==> config.mk <==
export PLATFORM = sky130hd
export DESIGN_NAME = branch_predictor_bht
export DESIGN_NICKNAME = d
export VERILOG_FILES = /design/src/rtl/bp_pkg.sv /design/src/rtl/bp_btb.sv /design/src/rtl/branch_predictor_bht.sv
export SDC_FILE = /design/constraint.sdc
export NUM_CORES = 2
export LEC_CHECK = 0
export CAP_MARGIN = 30
export CORE_UTILIZATION = 45
export CTS_BUF_LIST = sky130_fd_sc_hd__clkbuf_8
export DETAILED_ROUTE_END_ITERATION = 7
export GPL_TIMING_DRIVEN = 0
export PLACE_DENSITY = 0.7
export SKIP_LAST_GASP = 1
export SYNTH_ARGS = -nofsm -noshare
export SYNTH_HDL_FRONTEND = slang
export SYNTH_SLANG_ARGS = --single-unit
==> constraint.sdc <==
create_clock -name clk -period 4.86 [get_ports clk]
set_clock_uncertainty 0.1 [all_clocks]
set_input_delay 0.729 -clock clk [delete_from_list [all_inputs] [get_ports clk]]
set_output_delay 0.729 -clock clk [all_outputs]
set_load 0.02 [all_outputs]
==> src/rtl/bp_pkg.sv <==
// Shared types and helpers for the BHT/BTB branch predictor.
package bp_pkg;

  typedef logic [1:0] ctr_t;

  localparam ctr_t CtrStrongNt = 2'b00;
  localparam ctr_t CtrWeakNt   = 2'b01;
  localparam ctr_t CtrWeakT    = 2'b10;
  localparam ctr_t CtrStrongT  = 2'b11;

  function automatic ctr_t sat_inc(input ctr_t c);
    return (c == CtrStrongT) ? c : c + 2'd1;
  endfunction

  function automatic ctr_t sat_dec(input ctr_t c);
    return (c == CtrStrongNt) ? c : c - 2'd1;
  endfunction

  // Callers truncate the 32-bit result to their own index/tag width.
  function automatic logic [31:0] pc_idx(input logic [63:0] pc, input int unsigned idx_bits);
    return 32'((pc >> 2) & ((64'd1 << idx_bits) - 64'd1));
  endfunction

  function automatic logic [31:0] pc_tag(input logic [63:0] pc, input int unsigned idx_bits,
                                         input int unsigned tag_bits);
    return 32'((pc >> (idx_bits + 2)) & ((64'd1 << tag_bits) - 64'd1));
  endfunction

endpackage

==> src/rtl/bp_btb.sv <==
// Direct-mapped tagged branch target buffer: combinational read, one write port, flush.
module bp_btb #(
  parameter int unsigned XLEN     = 32,
  parameter int unsigned IDX_BITS = 6,
  parameter int unsigned TAG_BITS = 8
) (
  input  logic                clk,
  input  logic                rst_n,
  input  logic [IDX_BITS-1:0] rd_idx_i,
  input  logic [TAG_BITS-1:0] rd_tag_i,
  output logic                hit_o,
  output logic [XLEN-1:0]     rd_target_o,
  input  logic                wr_en_i,
  input  logic [IDX_BITS-1:0] wr_idx_i,
  input  logic [TAG_BITS-1:0] wr_tag_i,
  input  logic [XLEN-1:0]     wr_target_i,
  input  logic                flush_i
);

  localparam int unsigned Entries = 1 << IDX_BITS;

  logic                valid_q  [Entries];
  logic [TAG_BITS-1:0] tag_q    [Entries];
  logic [XLEN-1:0]     target_q [Entries];

  assign hit_o       = valid_q[rd_idx_i] && (tag_q[rd_idx_i] == rd_tag_i);
  assign rd_target_o = target_q[rd_idx_i];

  always_ff @(posedge clk or negedge rst_n) begin
    if (!rst_n) begin
      for (int i = 0; i < Entries; i++) begin
        valid_q[i]  <= 1'b0;
        tag_q[i]    <= '0;
        target_q[i] <= '0;
      end
    end else if (flush_i) begin
      // Flush only drops valid bits; a write in the same cycle is discarded.
      for (int i = 0; i < Entries; i++) begin
        valid_q[i] <= 1'b0;
      end
    end else if (wr_en_i) begin
      valid_q[wr_idx_i]  <= 1'b1;
      tag_q[wr_idx_i]    <= wr_tag_i;
      target_q[wr_idx_i] <= wr_target_i;
    end
  end

endmodule

==> src/rtl/branch_predictor_bht.sv <==
// Fetch-stage predictor: 2-bit counter BHT plus tagged BTB, trained from execute.
// Optional gshare indexing of the BHT is enabled with `define BP_GSHARE_EN.
module branch_predictor_bht
  import bp_pkg::*;
#(
  parameter int unsigned XLEN     = 32,
  parameter int unsigned IDX_BITS = 6,
  parameter int unsigned TAG_BITS = 8,
  parameter int unsigned GHR_BITS = 6
) (
  input  logic            clk,
  input  logic            rst_n,
  input  logic [XLEN-1:0] pc_f,
  output logic            predict_taken_f,
  output logic [XLEN-1:0] predict_target_f,
  input  logic            upd_valid,
  input  logic [XLEN-1:0] upd_pc,
  input  logic            upd_taken,
  input  logic            upd_jump,
  input  logic [XLEN-1:0] upd_target,
  input  logic            flush_bp
);

  localparam int unsigned Entries = 1 << IDX_BITS;

  logic [IDX_BITS-1:0] f_idx, u_idx, f_bht_idx, u_bht_idx;
  logic [TAG_BITS-1:0] f_tag, u_tag;
  logic                upd_dir;

  assign f_idx   = IDX_BITS'(pc_idx(64'(pc_f), IDX_BITS));
  assign u_idx   = IDX_BITS'(pc_idx(64'(upd_pc), IDX_BITS));
  assign f_tag   = TAG_BITS'(pc_tag(64'(pc_f), IDX_BITS, TAG_BITS));
  assign u_tag   = TAG_BITS'(pc_tag(64'(upd_pc), IDX_BITS, TAG_BITS));
  assign upd_dir = upd_taken | upd_jump;

`ifdef BP_GSHARE_EN
  logic [GHR_BITS-1:0] ghr_q, ghr_d;

  assign ghr_d     = GHR_BITS'({ghr_q, upd_dir});
  assign f_bht_idx = f_idx ^ IDX_BITS'(ghr_q);
  assign u_bht_idx = u_idx ^ IDX_BITS'(ghr_q);

  // Non-speculative history: only resolved outcomes shift in; flush leaves it alone.
  always_ff @(posedge clk or negedge rst_n) begin
    if (!rst_n) begin
      ghr_q <= '0;
    end else if (upd_valid) begin
      ghr_q <= ghr_d;
    end
  end
`else
  assign f_bht_idx = f_idx;
  assign u_bht_idx = u_idx;
`endif

  ctr_t ctr_q [Entries];
  ctr_t ctr_d;

  always_comb begin
    ctr_d = ctr_q[u_bht_idx];
    if (upd_jump) begin
      ctr_d = CtrStrongT;
    end else if (upd_taken) begin
      ctr_d = sat_inc(ctr_q[u_bht_idx]);
    end else begin
      ctr_d = sat_dec(ctr_q[u_bht_idx]);
    end
  end

  always_ff @(posedge clk or negedge rst_n) begin
    if (!rst_n) begin
      for (int i = 0; i < Entries; i++) begin
        ctr_q[i] <= CtrWeakNt;
      end
    end else if (upd_valid) begin
      ctr_q[u_bht_idx] <= ctr_d;
    end
  end

  logic            btb_hit;
  logic [XLEN-1:0] btb_target;

  bp_btb #(
    .XLEN     (XLEN),
    .IDX_BITS (IDX_BITS),
    .TAG_BITS (TAG_BITS)
  ) u_btb (
    .clk         (clk),
    .rst_n       (rst_n),
    .rd_idx_i    (f_idx),
    .rd_tag_i    (f_tag),
    .hit_o       (btb_hit),
    .rd_target_o (btb_target),
    .wr_en_i     (upd_valid && upd_dir && !flush_bp),
    .wr_idx_i    (u_idx),
    .wr_tag_i    (u_tag),
    .wr_target_i (upd_target),
    .flush_i     (flush_bp)
  );

  assign predict_taken_f  = btb_hit && ctr_q[f_bht_idx][1];
  assign predict_target_f = predict_taken_f ? btb_target : '0;

endmodule

Word-level counts from Yosys, hierarchy flattened

Index checks and enable logic that the tools add are counted.
Widths: inputs -> output; s select.

Add/subtract/negate cells: 2
Reductions and logical operators: 9
Equality and inequality tests: 2
Magnitude comparators: 3
Mux-type cells: 33
Bitwise gates (word level): 5

Operator list:

| kind                | number |
|---|---|
| $bwmux 2048         | 1 |
| $bwmux 512          | 1 |
| $bmux 32 s6         | 1 |
| $demux 32 s6        | 1 |
| $bwmux 128          | 1 |
| $mux 32             | 4 |
| $mux 64             | 2 |
| $or 64x64->64       | 1 |
| $bmux 8 s6          | 1 |
| $demux 8 s6         | 1 |
| $bmux 2 s6          | 2 |
| $mux 8              | 3 |
| $mux 2              | 9 |
| $ge 7x7->1 const B  | 2 |
| $not 6->7           | 2 |
| $demux 2 s6         | 1 |
| $eq 8x8->1          | 1 |
| $lt 7x1->1 const B  | 1 |
| $bmux 1 s6          | 1 |
| $demux 1 s6         | 1 |
| $logic_and 1x1->1   | 5 |
| $mux 1              | 3 |
| $add 2x1->2 const B | 1 |
| $eq 2x2->1 const B  | 1 |
| other kinds (7)     | 7 |

Input port bits: 102
Output and inout port bits: 33
Bits in registers: 2752
Logic and storage cells: 310

Logic depth before layout (Yosys ltp)

Depth in word-level cells: 9
Depth in mapped cells: 14
Mapped depth without buffers: 8

Modules after synthesis

From an unflattened synthesis, not the netlist that was laid out.

Cells, all modules: 7980
Area, all modules: 126857.9 um^2

Modules (own cells, without submodules):

| module               | area an instance (um^2) | sequential area each (um^2) | times used | cells each |
|---|---|---|---|---|
| bp_btb               | 118274.7                | 65663.0                     | 1          | 7192 |
| branch_predictor_bht | 8583.2                  | 3283.1                      | 1          | 788 |

Least setup slack after synthesis

No wires, ideal clock.

Path kind: input-to-output
Start point: in pc_f[3]
End point: out predict_target_f[10]
Arrival: 3421 ps
Path buffers: 5
Path slack: 610 ps
Stages: 9
Required time: 4031 ps
Cells stage by stage: buf_4 -> buf_2 -> buf_2 -> buf_1 -> buf_1 -> mux4_2 -> mux4_2 -> mux4_2 -> and3_1

Cells in the longest elaborated chain, start to end: 8
Elaborated cells on any way between the ends: 17
Those cells by class: eq/ne (1); mux (13); bitwise (1); reduce/logical (2)

RTL lines:

| element                                   | line                                                    | RTL |
|---|---|---|
| start: declaration                        | branch_predictor_bht.sv:13                              | `input logic [XLEN-1:0] pc_f,` |
| $not 6->7 (not written as such) (*)       | bp_btb.sv:26, bp_btb.sv:27, branch_predictor_bht.sv:101 |  |
| $bmux 8 s6                                | bp_btb.sv:26                                            | `assign hit_o = valid_q[rd_idx_i] && (tag_q[rd_idx_i] == rd_tag_i);` |
| $mux 8 (not written as such) (2 in a row) | bp_btb.sv:26                                            |  |
| $eq 8x8->1                                | bp_btb.sv:26                                            |  |
| $logic_and 1x1->1                         | bp_btb.sv:26                                            |  |
| $logic_and 1x1->1                         | branch_predictor_bht.sv:101                             | `assign predict_taken_f = btb_hit && ctr_q[f_bht_idx][1];` |
| $mux 32 (*)                               | branch_predictor_bht.sv:102                             | `assign predict_target_f = predict_taken_f ? btb_target : '0;` |
| end: declaration                          | branch_predictor_bht.sv:15                              | `output logic [XLEN-1:0] predict_target_f,` |

Every way passes the cells marked *; elsewhere a longest branch is shown, timed or not. The select of a mux whose other input is x is not followed.

Final worst setup path

Start point: in pc_f[4]
End point: out predict_target_f[26]

Same word-level chain as after synthesis.

==> results.sh <==
export IMPL_holdCritPathClass="primary input to register"
export IMPL_slowest_delay_ps=360
export IMPL_finalCriticalPeriod_ps=5110
export IMPL_synthAdderAreaFrac=0.000160
export IMPL_crit_path_top_delay_cell="mux2i_1"
export IMPL_wl_per_cell_um=33.5
export IMPL_cp_required_ps=4030
export IMPL_synth_ff_type="dfrtp_1"
export IMPL_path_common_cell="buf_6"
export IMPL_worstMarginPinSlew_ps=1170
export IMPL_fin_cells=12700
export IMPL_synthTopCellsByCount="2688 x dfrtp_1, 2567 x mux2_2, 777 x mux4_2"
export IMPL_core_mm2=0.276
export IMPL_drv_slew=0
export IMPL_synth_seq_cells=2752
export IMPL_synth_xor_area_share=0.000421
export IMPL_syn_nets=7992
export IMPL_synth_compound_gate_area_share=0.0208
export IMPL_design_area_mm2=0.144
export IMPL_synth_top_family_by_area="multiplexers"
export IMPL_cap_violations=0
export IMPL_grt_pass1_vias=81000
export IMPL_ys_types=75
export IMPL_ir_drop_uv=251
export IMPL_synth_top_area_frac=0.538
export IMPL_root_buffer="clkbuf_8"
export IMPL_portBuffers=49
export IMPL_cts_htree_levels=5
export IMPL_relSlewSlack=0.223
export IMPL_dp_cells=11800
export IMPL_finalWorstSetupSlack_ps=-248
export IMPL_dieHeight_um=529
export IMPL_cts_tree="yes"
export IMPL_yosysTopAreaCell="dfrtp_1"
export IMPL_start_util=0.452
export IMPL_cts_buffers=446
export IMPL_critPathArrivalTime_ps=4280
export IMPL_power_frac_clock=0.395
export IMPL_grt_usage=0.302
export IMPL_fin_nets=8682
export IMPL_async_reset_ff_frac=1.00
export IMPL_place_area_mm2=0.133
export IMPL_ant_nets=0
export IMPL_p_int_mw=38.2
export IMPL_clk_pin_slew_ps=60
export IMPL_synth_mux_area_frac=0.379
export IMPL_violations="design-rule violations, negative setup slack"
export IMPL_combPwrFrac=0.110
export IMPL_leakage_nw=67.5
export IMPL_detail_route_iter0_violations=9262
export IMPL_worst_skew_pair_late_latency_ps=1090
export IMPL_synth_edf_count=0
export IMPL_chipWidth_um=529
export IMPL_fin_setup_tns_ps=-6400
export IMPL_synth_avg_cell_area_um2=15.8
export IMPL_preCtsSetupSlack_ps=-2450
export IMPL_crit_type="primary input to output pin"
export IMPL_crit_path_end_kind="output pin"
export IMPL_netSwitchingFraction=0.261
export IMPL_ios=135
export IMPL_fin_crit_sh=1.05
export IMPL_status="finished with violations"
export IMPL_crit_chain="buf_8 > buf_12 > buf_6 > buf_6 > mux2i_1 > a31oi_1 > a31oi_2 > nand4_1 > xor2_2 > nor3_4 > buf_12 > buf_6 > buf_8 > and3_4 > buf_6"
export IMPL_final_setup_viol_count=33
export IMPL_netlist_instances=7890
export IMPL_rsz0062_at_grt="true"
export IMPL_viasPerCell=6.24
export IMPL_grt_antenna_before_repair=49
export IMPL_drive_gt1_frac=0.518
export IMPL_seqPwrFrac=0.495
export IMPL_gp_congestion=0.948
export IMPL_ys_seq_area_frac=0.552
export IMPL_drt_pass1_iter_count=8
export IMPL_area_delta_synth_final_pct=15.0
export IMPL_rows=193
export IMPL_cp_max_fo=10
export IMPL_utilization=0.520
export IMPL_max_freq_ghz=0.196
export IMPL_cts_buffer_depth=4
export IMPL_overflow=0
export IMPL_dieArea_mm2=0.280
export IMPL_grt_max_degree=201
export IMPL_drc=2
export IMPL_wl_um=424000
export IMPL_vias=79000
export IMPL_netlist_area_mm2=0.125
export IMPL_cts_sinks=2752
export IMPL_synthTopCellsByArea="dfrtp_1 54%, mux2_2 23%, mux4_2 14%"
export IMPL_dpl_hpwl_um=303000
export IMPL_yosysWarnings=0
export IMPL_grt_pass1_wl_um=601000
export IMPL_hold_viol=0
export IMPL_cellPowerDensity_mw_per_mm2=360
export IMPL_synth_simple_area_share=0.0187
export IMPL_start_kind="primary input"
export IMPL_yosysMostFrequentCell="dfrtp_1"
export IMPL_p_switching_mw=13.5
repair_timing:
item | 4_1_cts | 5_1_grt
resized for setup | 540 | 83
buffers inserted | 12 | 17
hold buffers | 1 | 0
hold endpoints to repair | 105 | 0
pin swaps | 19 | 13
endpoints found under the setup margin | 33 | 182
gates cloned | 2 | 2
cell type report:
cell class	count	area [um^2]
flip-flops and latches	2752	68900
plain buffers	806	4520
diodes	45	113
clock buffers	562	7730
inverters	8	43.8
clock inverters	223	1260
fillers	22400	133000
well taps	3705	4640
repair buffers	245	3590
multi-input cells	4321	52900
worst max-delay path: cells and delay by family:
kind,cells,cell delay [ps]
AO/OA/AOI/OAI,2,420
AND/OR/NAND/NOR,3,800
multiplexers,1,360
buffers and inverters,8,1570
XOR/XNOR,1,270
power by group through the flow:
| stage | combinational (mW) | sequential (mW) | clock, mW |
|---|---|---|---|
| after floorplan | 3.39 | 25.6 | 0 |
| after global placement | 4.92 | 26.1 | 0 |
| after detailed placement | 5.46 | 25.9 | 0 |
| after CTS | 5.59 | 25.5 | 20.6 |
| after global routing | 5.98 | 25.7 | 21.6 |
| final | 5.71 | 25.6 | 20.4 |
cells in the final DEF, fill, tap and decap left out, types with 64 or more instances in the layout:
cell type	instances
nor2_1	230
mux2i_1	65
mux2_2	2566
a22oi_1	79
mux4_2	778
inv_1	173
buf_4	79
clkbuf_1	525
dfrtp_1	2688
buf_6	87
buf_8	126
a21oi_1	139
clkbuf_8	571
dfstp_2	64
a21o_1	68
kinds of logic after synthesis:
kind of cell | count (synthesis)
mux | 3428
flops | 2752
buf+inv | 817
simple gates | 497
compound gates | 388
xor+xnor | 6
fa+ha+maj | 2
per-stage QoR:
stage	hold WS (ps)	total power, mW
after floorplan	333	29.0
after global placement	359	31.0
after detailed placement	365	31.4
after CTS	135	51.7
after global routing	84.7	53.3
final	117	51.7
sequential cells by signal, summed over array words and instances (netlist names):
register        cells
u_btb.target_q   2048
ctr_q             128
u_btb.tag_q       512
u_btb.valid_q      64
path summary, 6_finish.rpt:
| check | start | depth (start not counted) | slack [ps] | end |
|---|---|---|---|---|
| max in group asynchronous | rst_n | 8 | 790 | u_btb.target_q[618] |
| min reg2reg | u_btb.valid_q[18] | 1 | 370 | u_btb.valid_q[18] |
| min in group asynchronous | rst_n | 2 | 220 | u_btb.tag_q[390] |
| max | pc_f[4] | 15 | -250 | predict_target_f[26] |
| min | upd_target[27] | 3 | 120 | u_btb.target_q[2011] |
| max reg2reg | ctr_q[114] | 8 | 1920 | ctr_q[9] |
per-layer routing:
| layer | vias to the layer above | routed length (um) | track usage |
|---|---|---|---|
| met5 | - | 423 | 0.00398 |
| met4 | 52 | 27200 | 0.175 |
| met3 | 1136 | 44300 | 0.0919 |
| met2 | 4320 | 187000 | 0.439 |
| met1 | 42700 | 165000 | 0.400 |
| li1 | 30800 | - | - |
(Power assumes the default switching activity.)
